$ cat config.mk
export PLATFORM = sky130hd
export DESIGN_NAME = seq_ripple_adder
export DESIGN_NICKNAME = d
export VERILOG_FILES = /design/src/rtl/seq_adder_pkg.sv /design/src/rtl/adder_slice.sv /design/src/rtl/seq_ripple_adder.sv
export SDC_FILE = /design/constraint.sdc
export NUM_CORES = 1
export LEC_CHECK = 0
export CAP_MARGIN = 10
export CORE_MARGIN = 3
export CORE_UTILIZATION = 43
export DETAILED_ROUTE_END_ITERATION = 7
export PLACE_DENSITY = 0.69
export SLEW_MARGIN = 20
export SYNTH_ARGS = -nofsm -noshare
export SYNTH_HDL_FRONTEND = slang
export SYNTH_SLANG_ARGS = --single-unit
$ cat constraint.sdc
create_clock -name clock -period 3.3 [get_ports clock]
set_clock_uncertainty 0.2 [all_clocks]
set_input_delay 0.66 -clock clock [delete_from_list [all_inputs] [get_ports clock]]
set_output_delay 0.66 -clock clock [all_outputs]
set_load 0.02 [all_outputs]
$ cat src/rtl/seq_adder_pkg.sv
// Shared types and sizing helpers for the sequential ripple adder.
package seq_adder_pkg;

    typedef enum logic [1:0] {
        IDLE,
        RUN,
        DONE
    } state_e;

    localparam int unsigned DEFAULT_WIDTH = 8;
    localparam int unsigned DEFAULT_SLICE = 2;

    function automatic int unsigned num_slices(input int unsigned width, input int unsigned slice);
        int unsigned n;
        n = width / slice;
        return (n < 1) ? 1 : n;
    endfunction

    function automatic int unsigned idx_width(input int unsigned width, input int unsigned slice);
        int unsigned w;
        w = $clog2(num_slices(width, slice));
        return (w < 1) ? 1 : w;
    endfunction

endpackage

$ cat src/rtl/adder_slice.sv
// Combinational SLICE-bit ripple of full adders; also exposes the carry into
// the top bit so the caller can derive signed overflow.
module adder_slice #(
    parameter int unsigned SLICE = 2
) (
    input  logic [SLICE-1:0] a,
    input  logic [SLICE-1:0] b,
    input  logic             cin,
    output logic [SLICE-1:0] s,
    output logic             cout,
    output logic             c_msb_in
);

    always_comb begin : ripple
        logic [SLICE:0] c;
        s    = '0;
        c    = '0;
        c[0] = cin;
        for (int unsigned i = 0; i < SLICE; i++) begin
            s[i]   = a[i] ^ b[i] ^ c[i];
            c[i+1] = (a[i] & b[i]) | (c[i] & (a[i] ^ b[i]));
        end
        cout     = c[SLICE];
        c_msb_in = c[SLICE-1];
    end

endmodule

$ cat src/rtl/seq_ripple_adder.sv
// Multi-cycle adder/subtractor: one SLICE-bit slice per clock, carry held in a
// register between slices. Macro SEQ_RIPPLE_ADDER_OVF_EN adds the ovf port.
module seq_ripple_adder
    import seq_adder_pkg::*;
#(
    parameter int unsigned WIDTH = DEFAULT_WIDTH,
    parameter int unsigned SLICE = DEFAULT_SLICE
) (
    input  logic             clock,
    input  logic             reset,
    input  logic             in_valid,
    output logic             in_ready,
    input  logic [WIDTH-1:0] a,
    input  logic [WIDTH-1:0] b,
    input  logic             sub,
    output logic             out_valid,
    input  logic             out_ready,
    output logic [WIDTH-1:0] sum,
    output logic             cout
`ifdef SEQ_RIPPLE_ADDER_OVF_EN
    ,
    output logic             ovf
`endif
);

    localparam int unsigned NUM_SLICES = num_slices(WIDTH, SLICE);
    localparam int unsigned IDX_W      = idx_width(WIDTH, SLICE);
    localparam logic [IDX_W-1:0] LAST_IDX = IDX_W'(NUM_SLICES - 1);

    state_e             state_q, state_d;
    logic [WIDTH-1:0]   op_a_q, op_a_d;
    logic [WIDTH-1:0]   op_b_q, op_b_d;
    logic [WIDTH-1:0]   sum_q, sum_d;
    logic [IDX_W-1:0]   idx_q, idx_d;
    logic               carry_q, carry_d;
    logic               cout_q, cout_d;
`ifdef SEQ_RIPPLE_ADDER_OVF_EN
    logic               ovf_q, ovf_d;
`endif

    logic [SLICE-1:0]   sl_s;
    logic               sl_cout;
    logic               sl_c_msb;

    // Subtraction is a + ~b + 1: the inverted b is stored and carry seeded with sub.
    adder_slice #(
        .SLICE (SLICE)
    ) u_slice (
        .a        (op_a_q[idx_q*SLICE +: SLICE]),
        .b        (op_b_q[idx_q*SLICE +: SLICE]),
        .cin      (carry_q),
        .s        (sl_s),
        .cout     (sl_cout),
        .c_msb_in (sl_c_msb)
    );

    always_comb begin
        state_d = state_q;
        op_a_d  = op_a_q;
        op_b_d  = op_b_q;
        sum_d   = sum_q;
        idx_d   = idx_q;
        carry_d = carry_q;
        cout_d  = cout_q;
`ifdef SEQ_RIPPLE_ADDER_OVF_EN
        ovf_d   = ovf_q;
`endif
        case (state_q)
            IDLE: begin
                if (in_valid) begin
                    op_a_d  = a;
                    op_b_d  = sub ? ~b : b;
                    carry_d = sub;
                    idx_d   = '0;
                    sum_d   = '0;
                    state_d = RUN;
                end
            end
            RUN: begin
                sum_d[idx_q*SLICE +: SLICE] = sl_s;
                carry_d = sl_cout;
                if (idx_q == LAST_IDX) begin
                    cout_d  = sl_cout;
`ifdef SEQ_RIPPLE_ADDER_OVF_EN
                    ovf_d   = sl_c_msb ^ sl_cout;
`endif
                    state_d = DONE;
                end else begin
                    idx_d = idx_q + 1'b1;
                end
            end
            DONE: begin
                if (out_ready) state_d = IDLE;
            end
            default: state_d = IDLE;
        endcase
    end

    always_ff @(posedge clock) begin
        if (reset) begin
            state_q <= IDLE;
            op_a_q  <= '0;
            op_b_q  <= '0;
            sum_q   <= '0;
            idx_q   <= '0;
            carry_q <= 1'b0;
            cout_q  <= 1'b0;
`ifdef SEQ_RIPPLE_ADDER_OVF_EN
            ovf_q   <= 1'b0;
`endif
        end else begin
            state_q <= state_d;
            op_a_q  <= op_a_d;
            op_b_q  <= op_b_d;
            sum_q   <= sum_d;
            idx_q   <= idx_d;
            carry_q <= carry_d;
            cout_q  <= cout_d;
`ifdef SEQ_RIPPLE_ADDER_OVF_EN
            ovf_q   <= ovf_d;
`endif
        end
    end

    assign in_ready  = (state_q == IDLE);
    assign out_valid = (state_q == DONE);
    assign sum       = sum_q;
    assign cout      = cout_q;
`ifdef SEQ_RIPPLE_ADDER_OVF_EN
    assign ovf       = ovf_q;
`else
    logic unused_sl_c_msb;
    assign unused_sl_c_msb = sl_c_msb;
`endif

endmodule

Yosys cells after proc, flatten, opt, wreduce, memory -nomap -nowiden
Cells that the tools add are included.
{"block": "totals", "out_inout_bits": 11, "wordCells": 51, "register_bits": 30}
{"block": "op_classes", "muxes": 13, "reduce_logical": 7, "n_eq_ne": 7, "n_bitwise": 11, "n_shift": 4, "n_addsub": 2}
{"cell": "$neg A3 Y34", "count": 1}
{"cell": "$shift A2 B34 Y8 const A", "count": 1}
{"cell": "$shiftx A2 B34 Y8", "count": 1}
{"cell": "$mux W8", "count": 2}
{"cell": "$pmux W8 S2", "count": 1}
{"cell": "$shiftx A8 B4 Y2", "count": 2}
{"cell": "$mux W2", "count": 5}
{"cell": "$bwmux W8", "count": 1}
{"cell": "$not A8 Y8", "count": 1}
{"cell": "$ne A2 B2 Y1 const B", "count": 3}
{"cell": "$pmux W2 S3", "count": 1}
{"cell": "$reduce_and A2 Y1", "count": 3}
{"cell": "$reduce_and A3 Y1", "count": 2}
{"cell": "$and A1 B1 Y1", "count": 4}
{"cell": "$eq A2 B2 Y1 const B", "count": 2}
{"cell": "$pmux W2 S2", "count": 1}
{"cell": "$xor A1 B1 Y1", "count": 4}
{"cell": "$add A2 B1 Y2 const B", "count": 1}
{"cell": "$eq A2 B1 Y1 const B", "count": 1}
{"cell": "$logic_not A2 Y1", "count": 1}
{"cell": "$ne A2 B1 Y1 const B", "count": 1}
{"cell": "$or A1 B1 Y1", "count": 2}
{"cell": "$pmux W1 S2", "count": 1}
{"cell": "$reduce_bool A2 Y1", "count": 1}
{"cell": "$mux W1", "count": 1}

Depth between registers and ports, before layout
{"block": "depth", "word_depth": 8, "depth_mapped": 7}

By module
Synthesis repeated with hierarchy kept, for this count alone.
{"block": "hier_totals", "hier_cells": 166, "area_unflattened_um2": 1556.5}
{"mod": "seq_ripple_adder", "area_per_inst_um2": 1516.5, "cells_each": 164, "instances": 1}
{"mod": "adder_slice", "area_per_inst_um2": 40.0, "cells_each": 2, "instances": 1}

Worst setup path before layout
No wires, ideal clock.
{"block": "synth_path", "path_type": "register to register", "from": "register idx_q[0]", "to": "register carry_q", "stages_incl_launch_ff": 8, "path_slack_ps": 815, "t_arrival_ps": 2171, "n_path_buf": 1, "setup_ps": 115, "cell_sequence": "dfxtp_1 buf_2 mux4_2 fa_1 fa_1 nor2b_1 a21oi_1 o21a_1"}
{"block": "synth_via", "elab_chain_cells": 7, "word_cells_on_any_way": 11}
{"item": "start, declared", "line": "seq_ripple_adder.sv:34", "rtl": "logic [IDX_W-1:0] idx_q, idx_d;"}
{"item": "start signal, assigned", "line": "seq_ripple_adder.sv:116", "rtl": "idx_q <= idx_d;"}
{"item": "$shiftx A8 B4 Y2, on equally long branches", "line": "seq_ripple_adder.sv:49, seq_ripple_adder.sv:50"}
{"item": "$xor A1 B1 Y1", "line": "adder_slice.sv:21", "rtl": "c[i+1] = (a[i] & b[i]) | (c[i] & (a[i] ^ b[i]));"}
{"item": "$and A1 B1 Y1", "line": "adder_slice.sv:21"}
{"item": "$or A1 B1 Y1", "line": "adder_slice.sv:21"}
{"item": "$and A1 B1 Y1", "line": "adder_slice.sv:21"}
{"item": "$or A1 B1 Y1 (*)", "line": "adder_slice.sv:21"}
{"item": "named net sl_cout", "line": "seq_ripple_adder.sv:42", "rtl": "logic sl_cout;"}
{"item": "$pmux W1 S2 (*)", "line": "seq_ripple_adder.sv:68", "rtl": "case (state_q)"}
{"item": "end signal, assigned", "line": "seq_ripple_adder.sv:117", "rtl": "carry_q <= carry_d;"}
{"item": "end, declared", "line": "seq_ripple_adder.sv:35", "rtl": "logic carry_q, carry_d;"}
Mark *: on every way through the listed nets, which the timed path passes. The rest lies on a longest branch.
A chain may end at the register's enable or synchronous reset.

Worst setup path in the final report
{"block": "layout_path", "from": "register state_q[0]", "to": "output port out_valid"}
{"block": "layout_via", "elab_chain_cells": 1}
{"item": "start, declared", "line": "seq_ripple_adder.sv:30", "rtl": "state_e state_q, state_d;"}
{"item": "start signal, assigned", "line": "seq_ripple_adder.sv:112", "rtl": "state_q <= state_d;"}
{"item": "$eq A2 B2 Y1", "line": "seq_ripple_adder.sv:126", "rtl": "assign out_valid = (state_q == DONE);"}
{"item": "end, declared", "line": "seq_ripple_adder.sv:16", "rtl": "output logic out_valid,"}
No other way between the ends.

==> summary.md <==
| Metric | Value |
|---|---|
| All-layer global routing usage | `16.5%` |
| CP arrival | `~1.9 ns` |
| Root buffer cell | `clkbuf_4` |
| Ant diodes | `0` |
| Overflow after GRT | `0` |
| Critical Path Sink Type | `output port` |
| DR WL/cell | `13.1 um` |
| Netlist Area Pre-Place | `1560 um^2` |
| DP HPWL | `2320 um` |
| Final Cell Area | `1960 um^2` |
| Height of the die | `66.2 um` |
| TritonCTS Sinks | `30` |
| Setup TNS | `0 ns` |
| Number of global-route vias before repair | `1255` |
| Die area | `4390 um^2` |
| Synth async-reset ratio | `0%` |
| Post-CTS setup buffers | `0` |
| # placed instances | `237` |
| Dpl ws | `0.780 ns` |
| Most common cell after layout, fill and taps aside | `clkdlybuf4s50_1` |
| Mapped Cells | `about 170` |
| Syn Nets | `196` |
| CP Class | `flop to output port` |
| Post-synth EDFFs | `0` |
| Power Density | `425 nW/um^2` |
| Row count | `21` |
| Vias | `1274` |
| Worst-Margin Slew | `0.786 ns` |
| Routed Wire Length | `3210 um` |
| Max VDD drop | `0.219 mV` |
| HP Class | `flop to flop` |
| Slew HR | `around 48%` |
| Area after DPL | `1880 um^2` |
| Mean post-synth cell area | `9.23 um^2` |
| Vias per cell | `5.20` |
| Worst path cell trace | `nor2b_1, clkdlybuf4s50_1` |
| Inserted Clock Buffers | `5` |
| Distinct cells, synth | `33` |
| RSZ-0062 raised after global routing | `no` |
| Worst path slowest cell | `dfxtp_1` |
| TritonCTS clock tree | `done` |
| Syn. warnings | `0` |
| CP max stage delay | `~0.84 ns` |
| Final worst path period need | `about 2.8 ns` |
| Register area share after synthesis | `38.5%` |
| Crit path buf inv count | `1` |
| Final worst slack | `0.545 ns` |
| Non-Filler Instances | `245` |
| Setup violators final | `0` |
| Max frequency | `363 MHz` |
| Most frequent cells in the layout | `clkdlybuf4s50_1 (31), dfxtp_1 (30), nand2_1 (21)` |
| CTS H-tree depth | `2` |
| Gpl congestion | `0.875` |
| Synth-to-Final Area Change | `25.3%` |
| Initial antenna violation count | `0` |
| I/O Pins | `32` |
| Nets | `~230` |
| Worst endpoint required time | `2.44 ns` |
| Final hold viol count | `0` |
| Initial Util | `45.7%` |
| Die width | `66.2 um` |
| Hold Buf Count CTS | `0` |
| Pre-antenna DRT Iters | `4` |
| Fin crit share | `83.5%` |
| Post-CTS resize count | `0` |
| Core area | `around 3400 um^2` |
| Clk slew on worst S/H paths | `0.10 ns` |
| Largest net degree at the start of global routing | `34` |
| Drt drc | `0` |
| Max Slew Vio Count | `0` |
| Crit Path Max Fanout | `21` |
| Pleak | `0.000697 uW` |
| First-pass GRT wire length | `around 5500 um` |
| Ys flop type | `dfxtp_1` |
| Max cap viols | `0` |
| Seq cells post-synth | `30` |
| CP startpoint kind | `flop` |
| Status | `finished clean` |
| Clock Path Buffers | `2` |
| Delay-heaviest family, CP | `flip-flops` |
| IO Port Bufs | `31` |
| Share of cells above drive strength 1 | `approximately 12%` |
| Post-DRT Antenna Nets | `0` |
| Initial DRC count | `64` |
| Latest clock arrival within the worst-skew pair | `about 0.33 ns` |
[kinds of logic (layout without fill, tap and decap cells)]
group,Yosys count,count (layout),share of synthesized area [%]
xor gates and xnor gates,8,8,4.49
and+or+nand+nor,59,59,20.0
muxes,8,8,8.34
adders and majority gates,6,6,5.77
AOI/OAI and AO/OA,40,40,16.5
DFF,30,30,38.5
buffers and inverters,18,48,6.33
[cells in the mapped netlist, drive strengths merged (5+ instances only)]
cell | count | area share, %
a211oi | 9 | 5.6
a21oi | 13 | 4.2
buf | 10 | 4.4
dfxtp | 30 | 38
inv | 5 | 1.2
nand2 | 21 | 5.1
nand2b | 5 | 2.0
nor2 | 13 | 3.1
nor2b | 8 | 3.2
o21ai | 12 | 3.8
xnor2 | 8 | 4.5
[stage by stage]
stage               hold WS, ns  total power (uW)  utilization, %
floorplan                 0.233               504               -
global placement          0.248               546            55.0
detailed placement        0.249               551            55.0
CTS                       0.264               843            57.3
global route              0.284               875            57.3
finish                    0.265               831            57.3
[where the power goes]
part / internal, uW / switching, uW / leakage, uW
Sequential: 382 / 19.8 / 0.000246
Combinational: 75.3 / 64.8 / 0.000406
Clock: 157 / 133 / 0.0000450
[routing by layer]
layer	GRT usage, %	routed length (um)
met5	0	0
met4	6.85	71
met3	5.10	181
met2	29.2	1660
met1	18.1	1300
[tightest hold or removal path, delay by kind of cell (launching register included)]
| family | cells | cell delay [ns] |
|---|---|---|
| compound gates | 1 | 0.05 |
| flops | 1 | 0.32 |
| simple gates | 1 | 0.05 |
[layout make-up]
type                    count  area, um^2
well taps                  46        57.6
clock inverters             3        40.0
multi-input cells         121         861
inverters                   5        18.8
fillers                   330        1460
clock buffers               5        37.5
flip-flops and latches     30         601
repair buffers             35         340
[path summary, 6_finish.rpt]
path | startpoint | slack [ns] | cells past startpoint | end
worst max register to register | idx_q[0] | 0.77 | 6 | carry_q
worst min register to register | op_a_q[5] | 0.27 | 2 | op_a_q[5]
worst max-delay path | state_q[0] | 0.54 | 2 | out_valid
worst min-delay path | op_a_q[5] | 0.27 | 2 | op_a_q[5]
[flip-flops by register name (all words and copies together), names as in the netlist]
name / cells
carry_q: 1
state_q: 2
op_b_q: 8
op_a_q: 8
cout: 1
idx_q: 2
sum: 8
No activity file was read; power rests on OpenSTA's default activity.
==> patch (config.mk and constraints unchanged) <==
Add a define of `SEQ_RIPPLE_ADDER_OVF_EN`.
--- a/src/rtl/seq_ripple_adder.sv
+++ b/src/rtl/seq_ripple_adder.sv
@@ -1,5 +1,7 @@
 // Multi-cycle adder/subtractor: one SLICE-bit slice per clock, carry held in a
 // register between slices. Macro SEQ_RIPPLE_ADDER_OVF_EN adds the ovf port.
+`define SEQ_RIPPLE_ADDER_OVF_EN
+
 module seq_ripple_adder
     import seq_adder_pkg::*;
 #(
Check against the original RTL (old outputs only; new: ovf): equivalent (Yosys induction, for registers that start in step).
==> patch against the unedited design <==
Combinational power up 6%. Wire length down 1.7%. Total power up 2.8%. Critical endpoint is now ovf. Final cell count down 1.2%. Cell area up 1.8%. Count of clock-buffer cells in the layout up 1. Register-to-register slack worse by 0.07 ns. Critical path depth up 4. Area after synthesis up 2.2%. Sequential cell count up 1. Setup slack better by 0.16 ns. Worst hold slack worse by 0.0049 ns.
==> patch: results (changes against the unedited design) <==
CTS clock-pin slew for the worst setup and hold paths=0.06 ns (-0.04 ns); sequential-to-total area share from yosys stat=38.9% (+0.44 points); CP max-delay cell=mux4_2; largest net degree at the start of global routing=25 (-26%); Mapped Nets=193 (-1.5%); Worst Hold Path EP=op_a_q[2]; first-pass GRT wire length=5200 um (-6.1%); placement-stage cell area=1900 sq um (+1.3%); drt via density=5.30 (+2.0%); M3 GR Usage=4.22% (-0.89 points); Crit Path Max Fanout=5 (-76%); met3 WL=150 um (-17%); R2R Setup Slk=0.70 ns (-0.07 ns); largest delay contributor family on the critical path=adder cells; GR Util met2=28.0% (-1.3 points); fraction of layout cells with a size suffix above 1=12.8% (+1.2 points); routed wl met2=1680 um (+1.3%); syn avg cell area=9.60 sq um (+4.0%); HPWL Detailed=2390 um (+2.9%); Crit Path Class=reg -> reg; IO buf count=32 (+3.2%); drt wl/cell=13.0 um (-0.43%); Pint=638 uW (+3.8%); WL final=3160 um (-1.7%); sequential share of power=48.3% (about the same); CP arrival=2.54 ns (+0.64 ns); Worst-Margin Slew=0.668 ns (-0.118 ns); hold path start=op_a_q[2]; FILL cells=315 (-4.5%); Peak VDD IR=200 uV (-8.7%); leak pwr=0.719 nW (+3.2%); pre-CTS WS=0.689 ns (-0.0911 ns); placed cell count=235 (-0.84%); synth unique cells=37 (+12%); DRT iter0 DRCs=73 (+14%); Fin Hold WS=0.260 ns (-0.00489 ns); seq pwr=413 uW (+3%); Placer Congestion=0.868 (-0.78%); CP peak stage delay=0.56 ns (-0.28 ns); root buf cell=clkbuf_8; met1 Track Usage GR=16.2% (-1.9 points); status=complete, no violations
## patch: layout make-up
| type | count | area (sq um) | share of cell area (%) |
|---|---|---|---|
| clock buffer | 6 | 82.6 | 4.15 |
| multi-input combinational | 113 | 841 | 42.2 |
| inverter | 9 | 33.8 | 1.70 |
| sequential | 31 | 621 | 31.2 |
| timing repair buffer | 36 | 350 | 17.6 |
| tap | 46 | 57.6 | 2.89 |
| clock inverter | 1 | 5.00 | 0.251 |
## patch: logic make-up after synthesis
logic type	synth area share (%)
AND/OR/NAND/NOR	17.0
AO/OA/AOI/OAI	17.4
flip-flops	38.9
buffers and inverters	8.32
XOR/XNOR	4.95
multiplexers	7.69
adder cells (fa/ha/maj)	5.65
## patch: how the worst max path moves through the flow
stage,slack (ns),endpoint,cells after the start
floorplan,0.75,ovf,7
global placement,0.76,ovf,6
detailed placement,0.69,ovf,6
CTS,0.68,ovf,6
global route,0.52,ovf,6
finish,0.70,ovf,6
